### src/rtl/ml_acc_pkg.sv
// Shared constants, address map and FSM encoding for the ml_acc_system compute path.
package ml_acc_pkg;
  localparam int unsigned DATA_W         = 32;
  localparam int unsigned ACC_W          = 64;
  localparam int unsigned N_ELEMS        = 25;
  localparam int unsigned ADDR_W         = 32;
  localparam int unsigned IDX_W          = $clog2(N_ELEMS);
  localparam int unsigned DRAIN_CYCLES   = 3;
  localparam int unsigned CTRL_START_REG = 10;

  localparam logic [ADDR_W-1:0] OUTACT_LO_OFF = 32'h0000_0000;
  localparam logic [ADDR_W-1:0] OUTACT_HI_OFF = 32'h0000_0004;

  localparam logic [2:0] ST_IDLE     = 3'd0;
  localparam logic [2:0] ST_FETCH    = 3'd1;
  localparam logic [2:0] ST_DRAIN    = 3'd2;
  localparam logic [2:0] ST_WRITE_LO = 3'd3;
  localparam logic [2:0] ST_WRITE_HI = 3'd4;
  localparam logic [2:0] ST_DONE     = 3'd5;

  typedef enum logic [2:0] {
    S_IDLE     = ST_IDLE,
    S_FETCH    = ST_FETCH,
    S_DRAIN    = ST_DRAIN,
    S_WRITE_LO = ST_WRITE_LO,
    S_WRITE_HI = ST_WRITE_HI,
    S_DONE     = ST_DONE
  } state_e;
endpackage

### src/rtl/mac_pipe.sv
// Valid-tagged multiply/accumulate pipeline: tag follows BRAM latency, product stage, accumulate stage.
module mac_pipe
  import ml_acc_pkg::*;
(
  input  logic                     ACLK,
  input  logic                     ARESETn,
  input  logic                     clr,
  input  logic                     issue,
  input  logic signed [DATA_W-1:0] a,
  input  logic signed [DATA_W-1:0] b,
  output logic        [ACC_W-1:0]  acc
);
  logic                       v_data;
  logic                       v_prod;
  logic signed [2*DATA_W-1:0] prod;

  always_ff @(posedge ACLK or negedge ARESETn) begin
    if (!ARESETn) begin
      v_data <= 1'b0;
      v_prod <= 1'b0;
      prod   <= '0;
      acc    <= '0;
    end else if (clr) begin
      v_data <= 1'b0;
      v_prod <= 1'b0;
      prod   <= '0;
      acc    <= '0;
    end else begin
      v_data <= issue;
      v_prod <= v_data;
      if (v_data) prod <= a * b;
      // Only tagged products reach the sum, so idle-time rdata is harmless.
      if (v_prod) acc <= acc + ACC_W'(prod);
    end
  end
endmodule

### src/rtl/conv_dot_engine.sv
// Dot-product engine: start edge detect, BRAM fetch sequencer and two-word result write-back.
module conv_dot_engine
  import ml_acc_pkg::*;
(
  input  logic              ACLK,
  input  logic              ARESETn,
  input  logic              start_reg,
  output logic              busy,
  output logic              done,
  output logic [ADDR_W-1:0] in_addr,
  output logic              in_en,
  input  logic [DATA_W-1:0] in_rdata,
  output logic [ADDR_W-1:0] wt_addr,
  output logic              wt_en,
  input  logic [DATA_W-1:0] wt_rdata,
  output logic [ADDR_W-1:0] oa_addr,
  output logic              oa_en,
  output logic [3:0]        oa_we,
  output logic [DATA_W-1:0] oa_wdata
);
  state_e           state;
  logic             start_q;
  logic             armed;
  logic             accept;
  logic             fetch;
  logic [IDX_W-1:0] idx;
  logic [1:0]       drain_cnt;
  logic [ACC_W-1:0] acc;

  // armed masks the first cycle after reset so a level held through reset never fires.
  assign accept = start_reg & ~start_q & armed & ((state == S_IDLE) | (state == S_DONE));
  assign fetch  = (state == S_FETCH);

  always_ff @(posedge ACLK or negedge ARESETn) begin
    if (!ARESETn) begin
      state     <= S_IDLE;
      start_q   <= 1'b0;
      armed     <= 1'b0;
      idx       <= '0;
      drain_cnt <= '0;
      busy      <= 1'b0;
      done      <= 1'b0;
    end else begin
      start_q <= start_reg;
      armed   <= 1'b1;
      if (accept) begin
        state <= S_FETCH;
        idx   <= '0;
        busy  <= 1'b1;
        done  <= 1'b0;
      end else begin
        unique case (state)
          S_FETCH: begin
            if (idx == IDX_W'(N_ELEMS - 1)) begin
              state     <= S_DRAIN;
              drain_cnt <= '0;
            end else begin
              idx <= idx + IDX_W'(1);
            end
          end
          // Three drain cycles let the final sum settle in acc, so WRITE_LO needs no bypass.
          S_DRAIN: begin
            if (drain_cnt == 2'(DRAIN_CYCLES - 1)) state <= S_WRITE_LO;
            else drain_cnt <= drain_cnt + 2'd1;
          end
          S_WRITE_LO: state <= S_WRITE_HI;
          S_WRITE_HI: begin
            state <= S_DONE;
            busy  <= 1'b0;
            done  <= 1'b1;
          end
          S_IDLE, S_DONE: state <= state;
          default: state <= S_IDLE;
        endcase
      end
    end
  end

  always_comb begin
    in_en    = fetch;
    wt_en    = fetch;
    in_addr  = fetch ? ADDR_W'({idx, 2'b00}) : '0;
    wt_addr  = fetch ? ADDR_W'({idx, 2'b00}) : '0;
    oa_en    = 1'b0;
    oa_we    = '0;
    oa_addr  = '0;
    oa_wdata = '0;
    if (state == S_WRITE_LO) begin
      oa_en    = 1'b1;
      oa_we    = '1;
      oa_addr  = OUTACT_LO_OFF;
      oa_wdata = acc[DATA_W-1:0];
    end else if (state == S_WRITE_HI) begin
      oa_en    = 1'b1;
      oa_we    = '1;
      oa_addr  = OUTACT_HI_OFF;
      oa_wdata = acc[ACC_W-1:DATA_W];
    end
  end

  mac_pipe u_mac (
    .ACLK    (ACLK),
    .ARESETn (ARESETn),
    .clr     (accept),
    .issue   (fetch),
    .a       (in_rdata),
    .b       (wt_rdata),
    .acc     (acc)
  );
endmodule

### config.mk
export PLATFORM = sky130hd
export DESIGN_NAME = conv_dot_engine
export DESIGN_NICKNAME = d
export VERILOG_FILES = /design/src/rtl/ml_acc_pkg.sv /design/src/rtl/mac_pipe.sv /design/src/rtl/conv_dot_engine.sv
export SDC_FILE = /design/constraint.sdc
export NUM_CORES = 2
export LEC_CHECK = 0
export CAP_MARGIN = 20
export CORE_MARGIN = 10
export CORE_UTILIZATION = 45
export DETAILED_ROUTE_END_ITERATION = 8
export PLACE_DENSITY = 0.69
export SYNTH_ARGS = -nofsm -noshare
export SYNTH_HDL_FRONTEND = slang
export SYNTH_SLANG_ARGS = --single-unit
### constraint.sdc
create_clock -name ACLK -period 3.7 [get_ports ACLK]
set_clock_uncertainty 0.05 [all_clocks]
set_input_delay 1.11 -clock ACLK [delete_from_list [all_inputs] [get_ports ACLK]]
set_output_delay 1.11 -clock ACLK [all_outputs]
set_load 0.05 [all_outputs]
==> Word level (Yosys, flattened, before mapping) <==
Cells that the tools add are included.
{ "word_totals": {"latch_bits": 0, "elab_cells": 73, "ff_bits": 144, "input_bits": 67, "ramBits": 0, "memories": 0, "mem_bits_ro": 0, "out_inout_bits": 137} }
{ "op_classes": {"eq_ne": 13, "n_mul": 1, "order_cmp": 0, "reduce_logical": 10, "div": 0, "bitwise": 6, "n_mux": 29, "n_addsub": 3, "shift": 0} }
{ "ops": {"columns": ["cell", "n"], "rows": [
  ["$mux 64", 4],
  ["$add 64x64->64", 1],
  ["$mul 32x32->64", 1],
  ["$mux 32", 2],
  ["$mux 3", 5],
  ["$mux 5", 3],
  ["$pmux 3 s5", 1],
  ["$reduce_bool 2->1", 5],
  ["$mux 1", 8],
  ["$mux 4", 2],
  ["$mux 7", 1],
  ["$eq 3x2->1 const B", 2],
  ["$eq 3x3->1 const B", 2],
  ["$ne 2x2->1 const B", 3],
  ["$add 5x1->5 const B", 1],
  ["$eq 5x5->1 const B", 1],
  ["$mux 2", 2],
  ["$pmux 2 s2", 1],
  ["$reduce_and 4->1", 1],
  ["$and 1x1->1", 3],
  ["$eq 3x1->1 const B", 1],
  ["$logic_not 3->1", 1],
  ["$ne 3x2->1 const B", 1],
  ["$ne 3x3->1 const B", 1],
  ["8 further kinds", 9]
]} }

==> Longest topological paths before layout <==
{ "logic_depth": {"word_depth": 6, "depth_mapped": 29, "mapped_depth_nobuf": 27} }

==> By module <==
Synthesis repeated with hierarchy kept, for this count alone.
{ "hier_totals": {"cells_unflattened": 5065, "area_unflattened_um2": 46866.2} }
{ "by_module_without_submodules": {"columns": ["mod", "seq_area_each_um2", "cells_each", "area_per_inst_um2", "n_inst"], "rows": [
  ["mac_pipe", 3253.1, 4857, 45067.0, 1],
  ["conv_dot_engine", 350.3, 208, 1799.2, 1]
]} }

==> Least setup slack after synthesis <==
OpenSTA, ideal clock, no wires.
{ "synth_timing": {"kind": "input -> register", "start": "input in_rdata[31]", "end": "register u_mac.prod[63]", "setup_slack_ps": -4696, "arrival_ps": 8209, "required_ps": 3513, "stages": 28, "setup_time_ps": 137, "n_path_buf": 1, "path_cell_list": "clkbuf_1 > nand2_1 > inv_1 > fa_1 > inv_1 > fa_1 > inv_1 > fa_1 > fa_1 > inv_1 > fa_1 > inv_1 > fa_1 > inv_1 > fa_1 > inv_1 > fa_1 > ha_1 > a21oi_1 > o21bai_1 > a21oi_1 > o21bai_1 > a21o_1 > a21oi_1 > nor2b_1 > a2111oi_1 > xnor2_1 > a21oi_1"} }
{ "synth_via": {"elab_chain_cells": 3} }
{ "synth_rtl": {"columns": ["element", "line", "rtl"], "rows": [
  ["start, declared", "conv_dot_engine.sv:12", "input logic [DATA_W-1:0] in_rdata,"],
  ["$mul 32x32->64", "mac_pipe.sv:31", "if (v_data) prod <= a * b;"],
  ["$mux 64", "mac_pipe.sv:31", null],
  ["$mux 64", "mac_pipe.sv:23", "end else if (clr) begin"],
  ["end signal, assigned", "mac_pipe.sv:31", null],
  ["end, declared", "mac_pipe.sv:15", "logic signed [2*DATA_W-1:0] prod;"]
]} }
No other way between the ends. The select of a mux whose other input is x is not followed.
A chain may end at the register's enable or synchronous reset.

==> Worst setup path in the final report <==
{ "layout_timing": {"start": "input wt_rdata[13]", "end": "register u_mac.prod[53]"} }
{ "layout_via": {"elab_chain_cells": 3} }
{ "layout_rtl": {"columns": ["element", "line", "rtl"], "rows": [
  ["start, declared", "conv_dot_engine.sv:15", "input logic [DATA_W-1:0] wt_rdata,"],
  ["$mul 32x32->64", "mac_pipe.sv:31", null],
  ["$mux 64", "mac_pipe.sv:31", null],
  ["$mux 64", "mac_pipe.sv:23", null]
]} }
No other way between the ends. The select of a mux whose other input is x is not followed.

==> flow_metrics.py <==
metrics = {
    "placement": {
        "hpwlAfterDp_um": 104000,
        "io_buffer_count": 118,
        "gp_congestion": 0.919,
    },
    "route": {
        "drtIter0Drc": 2751,
        "vias_per_cell": 5.40,
        "vias": 37500,
        "drc": 0,
        "wire_per_inst_um": 21.2,
        "drt-total-wl_um": 147000,
        "firstDrtPassIters": 5,
        "antenna_left": 0,
    },
    "synth": {
        "ys_seq_area_frac": 0.0777,
        "synth-simple-area-share": 0.160,
        "netlist.area_leader.share": 0.468,
        "synth_enable_flop_cells": 0,
        "syn-cell-area_mm2": 0.0464,
        "syn_area_per_cell_um2": 9.28,
        "ys.flop_type": "dfrtp_1",
        "ys_warn_count": 0,
        "synth_xor_area_frac": 0.0227,
        "synth.area.mux_share": 0.0191,
        "synth_top_cell_by_area": "fa_1",
        "ys_seq_elements": 144,
        "async_reset_ff_frac": 1.00,
        "synth_cell_types": 76,
        "ys_top_cells_by_area": "fa_1 47%, inv_1 7.9%, dfrtp_1 7.8%",
        "synth_fa_ha_area_frac": 0.535,
        "syn_inst": 4997,
        "synth_compound_area_frac": 0.0700,
        "synth_top_family_by_area": "adder cells",
    },
    "critical_path": {
        "crit_path_top_delay_cell": "fa_1",
        "path_delay_family": "adder cells",
        "cp-end-kind": "flip-flop",
        "cp_num_buf_inv": 8,
        "required_ns": 3.94,
        "path_class": "input port to flip-flop",
        "start_kind": "input port",
        "slowest_delay_ns": 0.58,
        "cpMostUsedCell": "fa_1",
        "critical_path.max_fanout": 8,
        "worstPathArrival_ns": 8.23,
    },
    "cells_and_area": {
        "most-common-layout-cells": "968 x fa_1, 913 x inv_1, 529 x nand2_1, 465 x buf_4, 451 x and2_1",
        "layout.nets": 6953,
        "mostFrequentLayoutCell": "fa_1",
        "drive_above_1_share": 0.243,
        "num_antenna_cells": 0,
        "syn_to_final_growth_pct": 28.5,
    },
    "clock_network": {
        "cts-root-buf": "clkbuf_16",
        "clk_path_buf_depth": 2,
        "cts_tree": "built",
        "path_clk_slew_ns": 0.06,
        "clkSinkCount": 144,
        "cts_made_buffers": 17,
        "clkLatencyLatePin_ns": 0.45,
        "htree_levels": 4,
        "cts_hold_buf": 0,
    },
    "grt": {
        "grt_pass1_vias": 40600,
        "grt_pass1_wl_um": 228000,
        "grt.total_usage": 0.250,
        "grt_max_degree": 63,
        "antenna_found_initial": 1,
        "overflow": 0,
    },
    "sta": {
        "slew_viol_final": 0,
        "relSlewSlack": 0.279,
        "hold_viol": 0,
        "fin_crit_sh": 2.16,
        "period_needed_ns": 7.99,
        "rsz0062_at_grt": "yes",
        "fmax_ghz": 0.125,
        "setup_ws_ns": -4.29,
        "tightest_slew_ns": 1.08,
        "setup_viol": 60,
        "whs_ns": 0.436,
    },
    "floorplan": {
        "die_w_um": 341,
        "die_h_um": 341,
        "rows": 117,
        "die_area_mm2": 0.116,
        "ioPinCount": 204,
        "initial_utilization": 0.454,
        "coreArea_mm2": 0.102,
    },
    "outcome": {
        "failed_checks": "negative setup slack",
        "status": "complete, but fails checks",
    },
    "run": {
        "drv_cap": 0,
    },
    "min_path": {
        "min_path_type": "flip-flop to flip-flop",
    },
}
-- cell usage after synthesis (28+ instances only) --
| cell | instances |
|---|---|
| fa_1 | 1083 |
| inv_1 | 975 |
| nand2_1 | 572 |
| and2_1 | 522 |
| clkbuf_1 | 250 |
| ha_1 | 250 |
| nor2_1 | 192 |
| dfrtp_1 | 144 |
| a21oi_1 | 139 |
| buf_4 | 95 |
| o21ai_0 | 87 |
| mux2i_1 | 86 |
| a21o_1 | 74 |
| xnor2_1 | 73 |
| xor2_1 | 47 |
| nand3_1 | 46 |
| a22o_1 | 32 |
| nand2b_1 | 28 |
-- area by class of cell --
class                           instances  area [um^2]
Multi-Input combinational cell       3607        40400
Clock buffer                           19          453
Fill cell                            8209        42500
Clock inverter                         13          116
Tap cell                             1368         1710
Sequential cell                       144         3610
Timing Repair Buffer                  808         9590
Inverter                              975         3660
-- repair_timing --
| action | in CTS | in global routing |
|---|---|---|
| pin swaps | 298 | 263 |
| gates resized for setup | 749 | 254 |
| setup buffers | 123 | 54 |
| setup endpoints to repair | 63 | 78 |
| gates cloned | 64 | 2 |
-- per-layer routing --
layer | global-route usage | share of wire | vias to the layer above
met5 | 0 | 0 | -
met4 | 0.114 | 0.056 | 0
met3 | 0.0536 | 0.084 | 475
met2 | 0.418 | 0.49 | 1619
met1 | 0.309 | 0.38 | 19300
li1 | - | - | 16000
-- worst paths after layout --
path,startpoint,endpoint,slack (ns),cells past startpoint
worst min-delay path,done,done,0.44,1
worst max register to register,u_mac.prod[24],u_mac.acc[61],0.16,12
min in group asynchronous,ARESETn,busy,0.62,1
worst min register to register,done,done,0.44,1
worst max-delay path,wt_rdata[13],u_mac.prod[53],-4.29,28
max in group asynchronous,ARESETn,u_mac.prod[48],2.24,2
-- state kept, by name, indices dropped and copies added, names as in the netlist --
name	flops
u_mac.prod	64
idx	5
done	1
drain_cnt	2
u_mac.acc	64
armed	1
u_mac.v_prod	1
state	3
start_q	1
busy	1
u_mac.v_data	1
-- cell families (layout without fill, tap and decap cells) --
| group | Yosys count | after routing |
|---|---|---|
| and+or+nand+nor | 1493 | 1493 |
| adders and majority gates | 1333 | 1333 |
| buffers and inverters | 1330 | 1815 |
| AOI/OAI and AO/OA | 487 | 487 |
| DFF | 144 | 144 |
| xor gates and xnor gates | 120 | 120 |
| muxes | 88 | 88 |
| other | 2 | 86 |
-- per-stage QoR --
| stage | instances | worst slack (ns) | area (um^2) | utilization | TNS (ns) |
|---|---|---|---|---|---|
| detailed placement | 6677 | -5.17 | 53300 | 0.523 | -260.60 |
| global placement | 6677 | -5.11 | 53300 | 0.523 | -255.86 |
| floorplan | 5081 | -4.30 | 48200 | - | -193.88 |
| finish | 6934 | -4.29 | 59500 | 0.584 | -212.67 |
| global route | 6934 | -4.47 | 59500 | 0.584 | -222.21 |
| CTS | 6889 | -4.16 | 58400 | 0.573 | -207.14 |
Power is left out: the tool's default activity adds up to more than one toggle a clock period on the data nets, which glitch-free logic cannot reach.
